--- config.mk ---
export PLATFORM = sky130hd
export DESIGN_NAME = switch_io_ctrl_flat
export DESIGN_NICKNAME = d
export VERILOG_FILES = /design/src/rtl/switch_io_pkg.sv /design/src/rtl/switch_io_ctrl_if.sv /design/src/rtl/switch_io_ctrl_sync_2ff.sv /design/src/rtl/switch_io_ctrl.sv /design/src/flat_wrapper.sv
export SDC_FILE = /design/constraint.sdc
export NUM_CORES = 1
export LEC_CHECK = 0
export CORE_MARGIN = 2
export CORE_UTILIZATION = 35
export CTS_BUF_LIST = sky130_fd_sc_hd__clkbuf_16
export CTS_CLUSTER_SIZE = 8
export DETAILED_ROUTE_END_ITERATION = 10
export SLEW_MARGIN = 20
export SYNTH_ARGS = -nofsm -noshare
export SYNTH_HDL_FRONTEND = slang
export SYNTH_SLANG_ARGS = --single-unit
--- constraint.sdc ---
create_clock -name clk -period 2.2 [get_ports clk]
set_input_delay 0.66 -clock clk [delete_from_list [all_inputs] [get_ports clk]]
set_output_delay 0.66 -clock clk [all_outputs]
set_load 0.01 [all_outputs]
--- src/rtl/switch_io_pkg.sv ---
// Shared types and constants for the switch I/O controller.
// SWSR bit positions, bus width and debounce FSM states.
package switch_io_pkg;

  localparam int IO_W = 16;

  localparam int RDY = 15;
  localparam int IE  = 14;
  localparam int OVR = 13;

  typedef enum logic [1:0] {
    IDLE,
    SETTLE,
    COMMIT
  } state_t;

endpackage

--- src/rtl/switch_io_ctrl_if.sv ---
// CPU-side register bus of the switch controller.
// master = CPU, slave = controller.
interface switch_io_ctrl_if;
  import switch_io_pkg::*;

  logic            rd_dr;
  logic            wr_sr;
  logic [IO_W-1:0] wr_data;
  logic [IO_W-1:0] swsr;
  logic [IO_W-1:0] swdr;
  logic            irq;

  modport master (
    output rd_dr,
    output wr_sr,
    output wr_data,
    input  swsr,
    input  swdr,
    input  irq
  );

  modport slave (
    input  rd_dr,
    input  wr_sr,
    input  wr_data,
    output swsr,
    output swdr,
    output irq
  );

endinterface

--- src/rtl/switch_io_ctrl_sync_2ff.sv ---
// Two-flop synchroniser for asynchronous level inputs.
// q lags d by two clock edges.
module sync_2ff #(
  parameter int W = 8
) (
  input  logic         clk,
  input  logic         rst_n,
  input  logic [W-1:0] d,
  output logic [W-1:0] q
);

  logic [W-1:0] s1;

  always_ff @(posedge clk) begin
    if (!rst_n) begin
      s1 <= '0;
      q  <= '0;
    end else begin
      s1 <= d;
      q  <= s1;
    end
  end

endmodule

--- src/rtl/switch_io_ctrl.sv ---
// Debounced switch register (SWDR) with KBSR-style status (SWSR).
// Define SW_IRQ_EN to enable the IE bit and the irq output.
module switch_io_ctrl
  import switch_io_pkg::*;
#(
  parameter int SW_W         = 8,
  parameter int DEBOUNCE_CYC = 50000,
  parameter int CNT_W        = 16
) (
  input  logic            clk,
  input  logic            rst_n,
  input  logic [SW_W-1:0] sw,
  switch_io_ctrl_if.slave bus
);

  localparam logic [CNT_W-1:0] LAST =
    CNT_W'(DEBOUNCE_CYC - 1);

  logic [SW_W-1:0]  s2;
  logic [SW_W-1:0]  stable;
  logic [SW_W-1:0]  cand;
  logic [SW_W-1:0]  cand_n;
  logic [SW_W-1:0]  data;
  logic [CNT_W-1:0] cnt;
  logic [CNT_W-1:0] cnt_n;
  logic             ready;
  logic             ovr;
  logic             ie_bit;
  logic             commit;
  state_t           state;
  state_t           state_n;

  sync_2ff #(
    .W (SW_W)
  ) u_sync (
    .clk   (clk),
    .rst_n (rst_n),
    .d     (sw),
    .q     (s2)
  );

  always_ff @(posedge clk) begin
    if (!rst_n) begin
      state <= IDLE;
      cand  <= '0;
      cnt   <= '0;
    end else begin
      state <= state_n;
      cand  <= cand_n;
      cnt   <= cnt_n;
    end
  end

  // A change of s2 during SETTLE restarts the hold timer.
  always_comb begin
    state_n = state;
    cand_n  = cand;
    cnt_n   = cnt;
    commit  = 1'b0;
    unique case (state)
      IDLE: begin
        if (s2 != stable) begin
          state_n = SETTLE;
          cand_n  = s2;
          cnt_n   = '0;
        end
      end
      SETTLE: begin
        if (s2 == stable) begin
          state_n = IDLE;
        end else if (s2 != cand) begin
          cand_n = s2;
          cnt_n  = '0;
        end else if (cnt == LAST) begin
          state_n = COMMIT;
        end else begin
          cnt_n = cnt + 1'b1;
        end
      end
      COMMIT: begin
        commit  = 1'b1;
        state_n = IDLE;
      end
      default: begin
        state_n = IDLE;
      end
    endcase
  end

  // A commit outranks a simultaneous read.
  always_ff @(posedge clk) begin
    if (!rst_n) begin
      stable <= '0;
      data   <= '0;
      ready  <= 1'b0;
      ovr    <= 1'b0;
    end else if (commit) begin
      stable <= cand;
      data   <= cand;
      ready  <= 1'b1;
      ovr    <= ovr | (ready & ~bus.rd_dr);
    end else if (bus.rd_dr) begin
      ready <= 1'b0;
      ovr   <= 1'b0;
    end
  end

`ifdef SW_IRQ_EN
  logic ie;
  logic irq_q;
  logic [IO_W-2:0] unused_wr;

  always_ff @(posedge clk) begin
    if (!rst_n) begin
      ie    <= 1'b0;
      irq_q <= 1'b0;
    end else begin
      if (bus.wr_sr) begin
        ie <= bus.wr_data[IE];
      end
      irq_q <= ready & ie;
    end
  end

  assign ie_bit    = ie;
  assign bus.irq   = irq_q;
  assign unused_wr = {bus.wr_data[IO_W-1:IE+1],
                      bus.wr_data[IE-1:0]};
`else
  logic [IO_W:0] unused_wr;

  assign ie_bit    = 1'b0;
  assign bus.irq   = 1'b0;
  assign unused_wr = {bus.wr_sr, bus.wr_data};
`endif

  always_comb begin
    bus.swsr      = '0;
    bus.swsr[RDY] = ready;
    bus.swsr[IE]  = ie_bit;
    bus.swsr[OVR] = ovr;
  end

  assign bus.swdr = IO_W'(data);

endmodule

--- src/flat_wrapper.sv ---
// flat-port wrapper written by rule: the top's interface ports become plain ports
module switch_io_ctrl_flat import switch_io_pkg::*;
#(
  parameter int SW_W         = 8,
  parameter int DEBOUNCE_CYC = 50000,
  parameter int CNT_W        = 16
)
  (clk, rst_n, sw, bus_rd_dr, bus_wr_sr, bus_wr_data, bus_swsr, bus_swdr, bus_irq);
  switch_io_ctrl_if bus_i ();
  input  logic clk;
  input  logic rst_n;
  input  logic [SW_W-1:0] sw;
  input wire logic [$bits(bus_i.rd_dr)-1:0] bus_rd_dr;
  input wire logic [$bits(bus_i.wr_sr)-1:0] bus_wr_sr;
  input wire logic [$bits(bus_i.wr_data)-1:0] bus_wr_data;
  output wire logic [$bits(bus_i.swsr)-1:0] bus_swsr;
  output wire logic [$bits(bus_i.swdr)-1:0] bus_swdr;
  output wire logic [$bits(bus_i.irq)-1:0] bus_irq;
  assign bus_i.rd_dr = bus_rd_dr;
  assign bus_i.wr_sr = bus_wr_sr;
  assign bus_i.wr_data = bus_wr_data;
  assign bus_swsr = bus_i.swsr;
  assign bus_swdr = bus_i.swdr;
  assign bus_irq = bus_i.irq;
  switch_io_ctrl #(.SW_W(SW_W), .DEBOUNCE_CYC(DEBOUNCE_CYC), .CNT_W(CNT_W)) u_core (.clk(clk), .rst_n(rst_n), .sw(sw), .bus(bus_i));
endmodule
==> run_results.csv <==
group,metric,value,unit
outcome,status,"finished, final reports clean",
job,max_cap_violations,0,
logic_synthesis,yosysWarnings,0,
sta,max_freq,0.493,GHz
clock_tree,clk_latency,0.29,ns
critical_path,ff2ff_setup_slack,0.17,ns
clock_tree,cts_tree,"yes",
logic_synthesis,seq_area_frac_synth,0.395,
drt,drt-wirelength-per-cell,13.3,µm
sta,worstMarginPinSlew,0.673,ns
drt,routed_wirelength,5.53,mm
logic_synthesis,async_flop_share,0,
floorplan,start_util,0.363,
floorplan,die_x,90.7,µm
layout,nFillCells,740,
critical_path,path_class,"reg -> reg",
critical_path,cp_max_fo,5,
floorplan,ioPinCount,61,
logic_synthesis,synth.largest_area_cell,"dfxtp_1",
sta,fin_crit,2.03,ns
layout,fin_util,0.416,
power_and_ir_drop,ir_drop,349,µV
global_route,grt_start_max_net_pins,17,
sta,hold_viol,0,
global_route,grt_pass1_vias,1914,
clock_tree,htreeDepth,2,
layout,syn_to_final_growth,14.7,%
placement,place_congestion,0.837,
layout,antenna_cells,0,
layout,multi_input_area,0.00136,mm²
floorplan,fp.dieH,90.7,µm
sta,drv_slew,0,
clock_tree,cts.sinks,52,
clock_tree,post_cts_buffers,0,
clock_tree,cts_hold_buf,0,
hold_path,min_to,"u_core.u_sync.q[1]$_SDFF_PN0_",
power_and_ir_drop,leakage,1.11,nW
layout,final_common_cell,"dfxtp_1",
logic_synthesis,synth_flop_cell,"dfxtp_1",
drt,ant_nets,0,
clock_tree,post_cts_resized,0,
sta,finalSetupViolations,0,
clock_tree,cts_buffer_depth,2,
critical_path,r2r_start,"u_core.cnt[1]$_SDFFE_PN0P_",
logic_synthesis,ys_ff_latch,52,
critical_path,cp-end-kind,"flop",
critical_path,cp-start-kind,"flop",
global_route,grt_pass1_wl,9.33,mm
drt,post_drt_via_cell_ratio,4.88,
sta,fin_setup_tns,0,ns
placement,dp_hpwl,3.93,mm
sta,fin_crit_sh,0.922,
sta,rsz0062_at_grt,"no",
clock_tree,root_buffer,"clkbuf_16",
logic_synthesis,synth_top_area_share,0.395,
floorplan,die_area,0.00823,mm²
critical_path,timing.rr.end,"u_core.cnt[14]$_SDFFE_PN0P_",
sta,skew,0.00392,ns
clock_tree,cts-buffers-inserted,5,
floorplan,coreArea,0.00725,mm²
global_route,globalRouteOverflowTotal,0,
drt,first_pass_iters,4,
hold_path,holdPathStages,1,
floorplan,placementRows,31,
critical_path,worstPathArrival,2.22,ns
critical_path,crit_path_start,"u_core.cnt[1]$_SDFFE_PN0P_",
layout,mostFrequentLayoutCells,"52 x dfxtp_1, 34 x nand2_1, 23 x conb_1",
logic_synthesis,synth_cell_type_count,55,
critical_path,critPathRequiredTime,2.39,ns
layout,seq_area,0.00104,mm²
drt,drcViolationCount,0,
clock_tree,clk_pin_slew,0.07,ns
drt,vias,2029,
logic_synthesis,synth-edff-count,0,
logic_synthesis,synth.avg_cell_area,9.02,µm²
layout,nNetsFinal,345,
hold_path,hold_path_startpoint,"u_core.u_sync.s1[1]$_SDFF_PN0_",
placement,port_buffers,20,
sta,relSlewSlack,0.551,
global_route,grt_usage,0.140,
logic_synthesis,ys_top_cells_by_area,"dfxtp_1 40%, buf_4 7.1%, nand2_1 4.8%, and2_1 4.0%, xnor2_1 3.3%",
logic_synthesis,syn_area,0.00263,mm²
power_and_ir_drop,power.density,697,mW/mm²
logic_synthesis,postSynthCellCount,292,
hold_path,hold_path.class,"reg -> reg",
critical_path,ff2ff_path_depth,6,
global_route,antenna_found_initial,0,
drt,dr.first_iter.drc_count,76,
layout,drive_above_1_share,0.107,
## sequential cells by signal, summed over array words and instances (netlist names)
signal / cells
u_core.cand: 8
u_core.cnt: 16
u_core.data: 8
u_core.ovr: 1
u_core.ready: 1
u_core.state: 2
u_core.u_sync.q: 8
u_core.u_sync.s1: 8
## power breakdown
part | switching (mW) | internal (mW) | leakage [nW] | total (mW)
Clock | 0.359 | 0.537 | 0.0856 | 0.897
Combinational | 0.137 | 0.0921 | 0.603 | 0.229
Sequential | 0.0158 | 0.964 | 0.423 | 0.980
Total | 0.512 | 1.59 | 1.11 | 2.11
## worst max-delay path by stage
stage	to	slack [ns]	cells after the start
final	u_core.cnt[14]$_SDFFE_PN0P_	0.17	6
after floorplan	u_core.cnt[14]$_SDFFE_PN0P_	0.35	6
after CTS	u_core.cnt[14]$_SDFFE_PN0P_	0.18	6
after global routing	u_core.cnt[14]$_SDFFE_PN0P_	0.06	6
after global placement	u_core.cnt[14]$_SDFFE_PN0P_	0.23	6
after detailed placement	u_core.cnt[14]$_SDFFE_PN0P_	0.20	6
## synth_stat cells, types with 2 or more instances
library cell	number
xnor2_1	10
nor4_1	11
or4_1	5
nand4_1	5
o21ai_0	2
nor2b_1	2
nor3_1	3
a21boi_0	10
nand2_1	34
and2_1	17
buf_6	4
buf_4	25
or3_1	2
inv_1	2
nand3_1	12
nand3_2	2
nand2b_1	2
o31ai_1	3
o21ai_1	10
nor4_2	2
buf_2	2
clkbuf_1	8
o21a_1	5
nor2_1	3
o2bb2ai_1	2
xor2_1	8
and3_1	4
a21oi_1	8
dfxtp_1	52
a21boi_1	11
nand3b_1	2
## metal layers
layer  part of all wire  track usage  wire [µm]  vias to the layer above
met3              0.045       0.0267        247                        7
li1                   -            -          -                     1034
met5                  0            0          0                        -
met2               0.48        0.234       2660                       47
met4              0.012       0.0462         67                        0
met1               0.46        0.180       2560                      941
## critical path, cell delays in order, from the launching register on
cell	delay, ns
dfxtp_1	0.40
ha_1	0.28
nand2_1	0.10
or3_4	0.39
or3b_1	0.39
a22o_1	0.19
o21a_1	0.17
## kinds of logic (layout without fill, tap and decap cells)
logic type | count (synthesis) | after routing | synth area share
fa+ha+maj | 1 | 1 | 0.00475
buf+inv | 43 | 46 | 0.120
flops | 52 | 52 | 0.395
other cells | 1 | 23 | 0.00142
compound gates | 62 | 62 | 0.165
xor+xnor | 18 | 18 | 0.0599
simple gates | 115 | 115 | 0.254
## final cells by class
| cell class | instances | share of cell area |
|---|---|---|
| clock buffer | 5 | 0.0414 |
| multi-input combinational | 219 | 0.450 |
| sequential | 52 | 0.345 |
| timing repair buffer | 36 | 0.106 |
| tap | 99 | 0.0410 |
| clock inverter | 3 | 0.0141 |
| inverter | 2 | 0.00249 |
## stage by stage
| stage | total power [mW] | hold slack (ns) | cells | worst slack [ns] | cell area (µm²) |
|---|---|---|---|---|---|
| floorplan | 1.20 | 0.412 | 314 | 0.349 | 2720 |
| global placement | 1.23 | 0.414 | 408 | 0.232 | 2850 |
| detailed placement | 1.23 | 0.420 | 408 | 0.201 | 2850 |
| CTS | 2.12 | 0.437 | 416 | 0.179 | 3020 |
| global route | 2.19 | 0.452 | 416 | 0.0566 | 3020 |
| finish | 2.11 | 0.432 | 416 | 0.171 | 3020 |
Power figures use the tool's default switching activity.
==> RTL edit 1 (same settings) <==
Build with the macro `SW_IRQ_EN` defined.
--- a/src/rtl/switch_io_ctrl.sv
+++ b/src/rtl/switch_io_ctrl.sv
@@ -1,4 +1,6 @@
 // Debounced switch register (SWDR) with KBSR-style status (SWSR).
 // Define SW_IRQ_EN to enable the IE bit and the irq output.
+`define SW_IRQ_EN
+
 module switch_io_ctrl
   import switch_io_pkg::*;
Behaviour: not the same (a bounded check fails within 4 cycles, from zero or initial values and one cycle with rst_n low).
==> RTL edit 1 against the original RTL <==
Setup slack better by 0.095 ns. Non-clock buffer count up 1. Fmax rose by 4.9%. Cell area decreased by 1.7%. Combinational power fell by 4%. Wire length fell by 6.5%. Highest routed layer unchanged. Cell count fell by 1.4%. Sequential share of layout area up 2.0 points. Area after synthesis shrank 3.9%. Total power decreased by 4.7%. Clock power decreased by 14%. Sequential cell count up 2.
==> RTL edit 1: results (changes against the original RTL) <==
** STA
- Max transition margin :: 64.0% (+8.9 points)
- Clk_skew :: 0.00850 ns (+0.00459 ns)

** Setup path
- The largest stage delay on the critical path is 0.58 ns (+0.18 ns).
- Critical Path Fanout Max :: 6 (+1)
- Worst EP arrival :: 2.10 ns (-0.12 ns)
- Among all stages on the critical path, the largest delay is contributed by sky130_fd_sc_hd__nor4_2.
- Startpoint of the worst-slack reg-to-reg timing path :: u_core.u_sync.q[0]

** Pwr
- Peak supply drop :: 0.256 mV (-27%)
- Leakage power :: 1.10 nW (-0.79%)

** Drt
- The via-per-instance ratio was 4.81 (-1.3%).
- The sum of routed wire segments on met1 came to 2560 µm (+0.16%).
- The detailed-routing iteration count for the pre-antenna-repair pass came to 4 (unchanged).
- Detail Route met2 WL :: 2310 µm (-13%)
- The total wire length after detailed routing was 5170 µm (-6.5%).
- The total via count after detailed routing is 1974 (-2.7%).
- The number of DRC markers after the initial detailed-route iteration was 46 (-39%).

** Global route
- The first-pass GRT wire length is 8440 µm (-9.5%).
- GR met1 Demand/Resource :: 18.3% (+0.32 points)
- All-Layer GR Usage :: 13.5% (-0.44 points)
- The global-route met2 utilization was 21.4% (-2.1 points).
- The number of global-route vias before repair came to 1772 (-7.4%).
- The met3 track demand over resource in global routing is 3.60% (+0.93 points).

** Placement
- The number of placed cells counting well taps is 402 (-1.5%).
- The number of port buffers is 24 (+20%).
- DP Wirelength :: 3710 µm (-5.7%)
- The final RePlAce weighted congestion was 0.869 (+3.8%).

** Run status
- The flow ran to the end, and the final reports show no timing, DRC or antenna violations.

** Clocking
- Post-CTS Repair Setup Buffers :: 0 (unchanged)

** Logic synthesis
- The number of warnings reported in the yosys synthesis log is 0 (unchanged).
- The share of the yosys chip area belonging to registers is 42.7% (+3.2 points).
- Number of unique standard cell types used by synthesis :: 43 (-22%)
- Most frequent cells after synthesis :: sky130_fd_sc_hd__dfxtp_1 (54), sky130_fd_sc_hd__nand2_1 (44), sky130_fd_sc_hd__a21oi_1 (24), sky130_fd_sc_hd__buf_4 (24), sky130_fd_sc_hd__and2_1 (17)

** Final layout
- The count of filler cells inserted in the layout was 686 (-7.3%).
- The fraction of layout instances using a drive strength above 1 was 8.92% (-1.8 points).
- The flip-flop count of the largest register after layout was 16 (unchanged).

** Worst hold path
- Source of the worst hold timing path :: u_core.u_sync.s1[5]
==> RTL edit 1: final cells by class <==
cell class	count	area, µm²	area share (%)
multi-input combinational	213	1270	43.0
sequential	54	1080	36.4
timing repair buffer	37	338	11.4
clock buffer	5	125	4.22
tap	96	120	4.05
clock inverter	3	21.3	0.717
inverter	2	7.51	0.253
==> RTL edit 1: per-stage QoR <==
stage                     worst slack [ns]  util [%]  power (mW)  cell area [µm²]
final                                0.265      43.0        2.01             2970
after global routing                 0.112      43.0        2.09             2970
after CTS                            0.279      43.0        2.03             2970
after detailed placement             0.294      40.9        1.26             2820
after global placement               0.277      40.9        1.26             2820
after floorplan                      0.478         -        1.22             2610
==> RTL edit 1: worst reg2reg max path, cell delays in order, from the launching register on <==
cell	delay [ns]
sky130_fd_sc_hd__dfxtp_1	0.39
sky130_fd_sc_hd__xnor2_1	0.14
sky130_fd_sc_hd__nand4_1	0.33
sky130_fd_sc_hd__nor4_2	0.58
sky130_fd_sc_hd__nor2_2	0.21
sky130_fd_sc_hd__mux2i_1	0.17
==> RTL edit 1: final timing paths <==
kind	to	slack, ns	cells after the start
worst max-delay path	u_core.cand[0]	0.27	5
worst min-delay path	u_core.u_sync.q[5]	0.43	1
worst max register to register	u_core.cand[0]	0.27	5
worst min register to register	u_core.u_sync.q[5]	0.43	1
==> RTL edit 1: report_power, final <==
| part | switching, mW | internal [mW] |
|---|---|---|
| sequential | 0.0171 | 1.00 |
| clock | 0.345 | 0.422 |
| combinational | 0.131 | 0.0897 |
| total | 0.493 | 1.51 |
==> RTL edit 1: kinds of logic after synthesis <==
group / synth area share [%]
flops: 42.7
other cells: 0.148
xor+xnor: 6.23
fa+ha+maj: 0.494
mux: 2.77
simple gates: 26.2
compound gates: 11.6
buf+inv: 9.84
==> RTL edit 2 (same flow settings) <==
Without the edit above. Encoding of `state_t`: now one-hot (3 bits for 3 states).
--- a/src/rtl/switch_io_pkg.sv
+++ b/src/rtl/switch_io_pkg.sv
@@ -9,8 +9,8 @@
   localparam int OVR = 13;
 
-  typedef enum logic [1:0] {
-    IDLE,
-    SETTLE,
-    COMMIT
+  typedef enum logic [2:0] {
+    IDLE   = 3'b001,
+    SETTLE = 3'b010,
+    COMMIT = 3'b100
   } state_t;
 
Check against the original RTL: same outputs for any inputs over 10 cycles, from zero or initial values and one cycle with rst_n low; not proved beyond that.
==> RTL edit 2 against the original RTL <==
Synthesized cell count shrank 3.8%. Via count is 3.0% lower. Sequential cell count is 1 higher. Fmax down 3.5%. First-iteration DRC count up 28%. Area after synthesis fell by 6.5%. Cell area shrank 3.4%. Total power down 1.4%. Setup slack got worse by 0.074 ns. Wire length decreased by 7.7%. Die area fell by 6.2%.
==> RTL edit 2: results (changes against the original RTL) <==
** Run status
- The flow ran to the end, and the final reports show no timing, DRC or antenna violations.

** Global route
- Fraction of met3 tracks used by global routing :: 3.20% (+0.53 points)
- The combined global-route utilization of all metal layers was 13.8% (-0.18 points).

** Final layout
- Number of nets in the final layout :: 338 (-2.0%)
- Number of inserted filler cells in the final layout :: 685 (-7.4%)
- The clock buffer and inverter area fraction after layout was 5.27% (-0.28 points).
- Proportion of layout cells with a drive suffix above 1 :: 9.68% (-1.0 points)

** Pwr
- Clock network power consumption :: 833 µW (-7.1%)
- The maximum vdd drop came to 0.448 mV (+28%).
- The sequential fraction of design power came to 48.3% (+1.8 points).
- Power per unit of standard cell area :: 712 nW/µm² (+2.1%)
- The overall power after layout came to 2.08 mW (-1.4%).

** Logic synthesis
- Cell count after synthesis :: 281 (-3.8%)
- Synthesized-area fraction occupied by adder cells :: 0.508% (+0.033 points)
- After synthesis, the cell types taking the most area are sky130_fd_sc_hd__dfxtp_1 (43%), sky130_fd_sc_hd__buf_4 (7.6%), sky130_fd_sc_hd__a31oi_1 (5.8%).
- Most frequent cells after synthesis :: sky130_fd_sc_hd__dfxtp_1 (53), sky130_fd_sc_hd__nand2_1 (28), sky130_fd_sc_hd__buf_4 (25)
- The register bit total from synthesis was 53 (+1.9%).
- The compound-gate portion of the synthesized area came to 15.1% (-1.4 points).

** Drt
- Average wire per standard cell :: 12.6 µm (-5.4%)
- Total via count after detailed routing :: 1968 (-3.0%)

** Placement
- DP Wirelength :: 3360 µm (-15%)
- The final RePlAce weighted congestion is 0.752 (-10%).
- The cell area after placement was 2730 µm² (-4.4%).

** Setup path
- The minimum setup slack among reg-to-reg paths was 0.1 ns (-0.07 ns).
- The worst register-to-register path ends at u_core.cnt[12].
- Slowest cell delay on critical path :: 0.59 ns (+0.19 ns)

** STA
- Actual slew at the worst max-slew pin :: 0.665 ns (-0.00742 ns)
-- RTL edit 2: changes by cell type in the layout (fill, tap and decap cells not counted), sizes merged, moves of 6 or more --
| cell | delta |
|---|---|
| a21boi | -21 |
| a21oi | +9 |
| a31oi | +23 |
| nand2 | -6 |
| nand2b | +9 |
| nor4 | -8 |
| or4 | -7 |
-- RTL edit 2: per-layer routing --
metal	part of all wire, %	vias up	wire (µm)
met5	0	-	0
met3	4.4	9	226
met2	47	45	2410
met4	1.4	0	72
met1	47	915	2400
li1	-	999	-
-- RTL edit 2: worst max path at each step --
stage	start	cells after the start	slack, ns	to
final	u_core.cnt[5]	6	0.1	u_core.cnt[12]
after global routing	u_core.cnt[5]	6	-0.01	u_core.cnt[12]
after CTS	u_core.cnt[5]	5	0.06	u_core.cnt[4]
after detailed placement	u_core.cnt[0]	7	0.03	u_core.cnt[8]
after global placement	u_core.u_sync.q[2]	7	0.09	u_core.cnt[8]
after floorplan	u_core.cnt[5]	6	0.25	u_core.cnt[5]
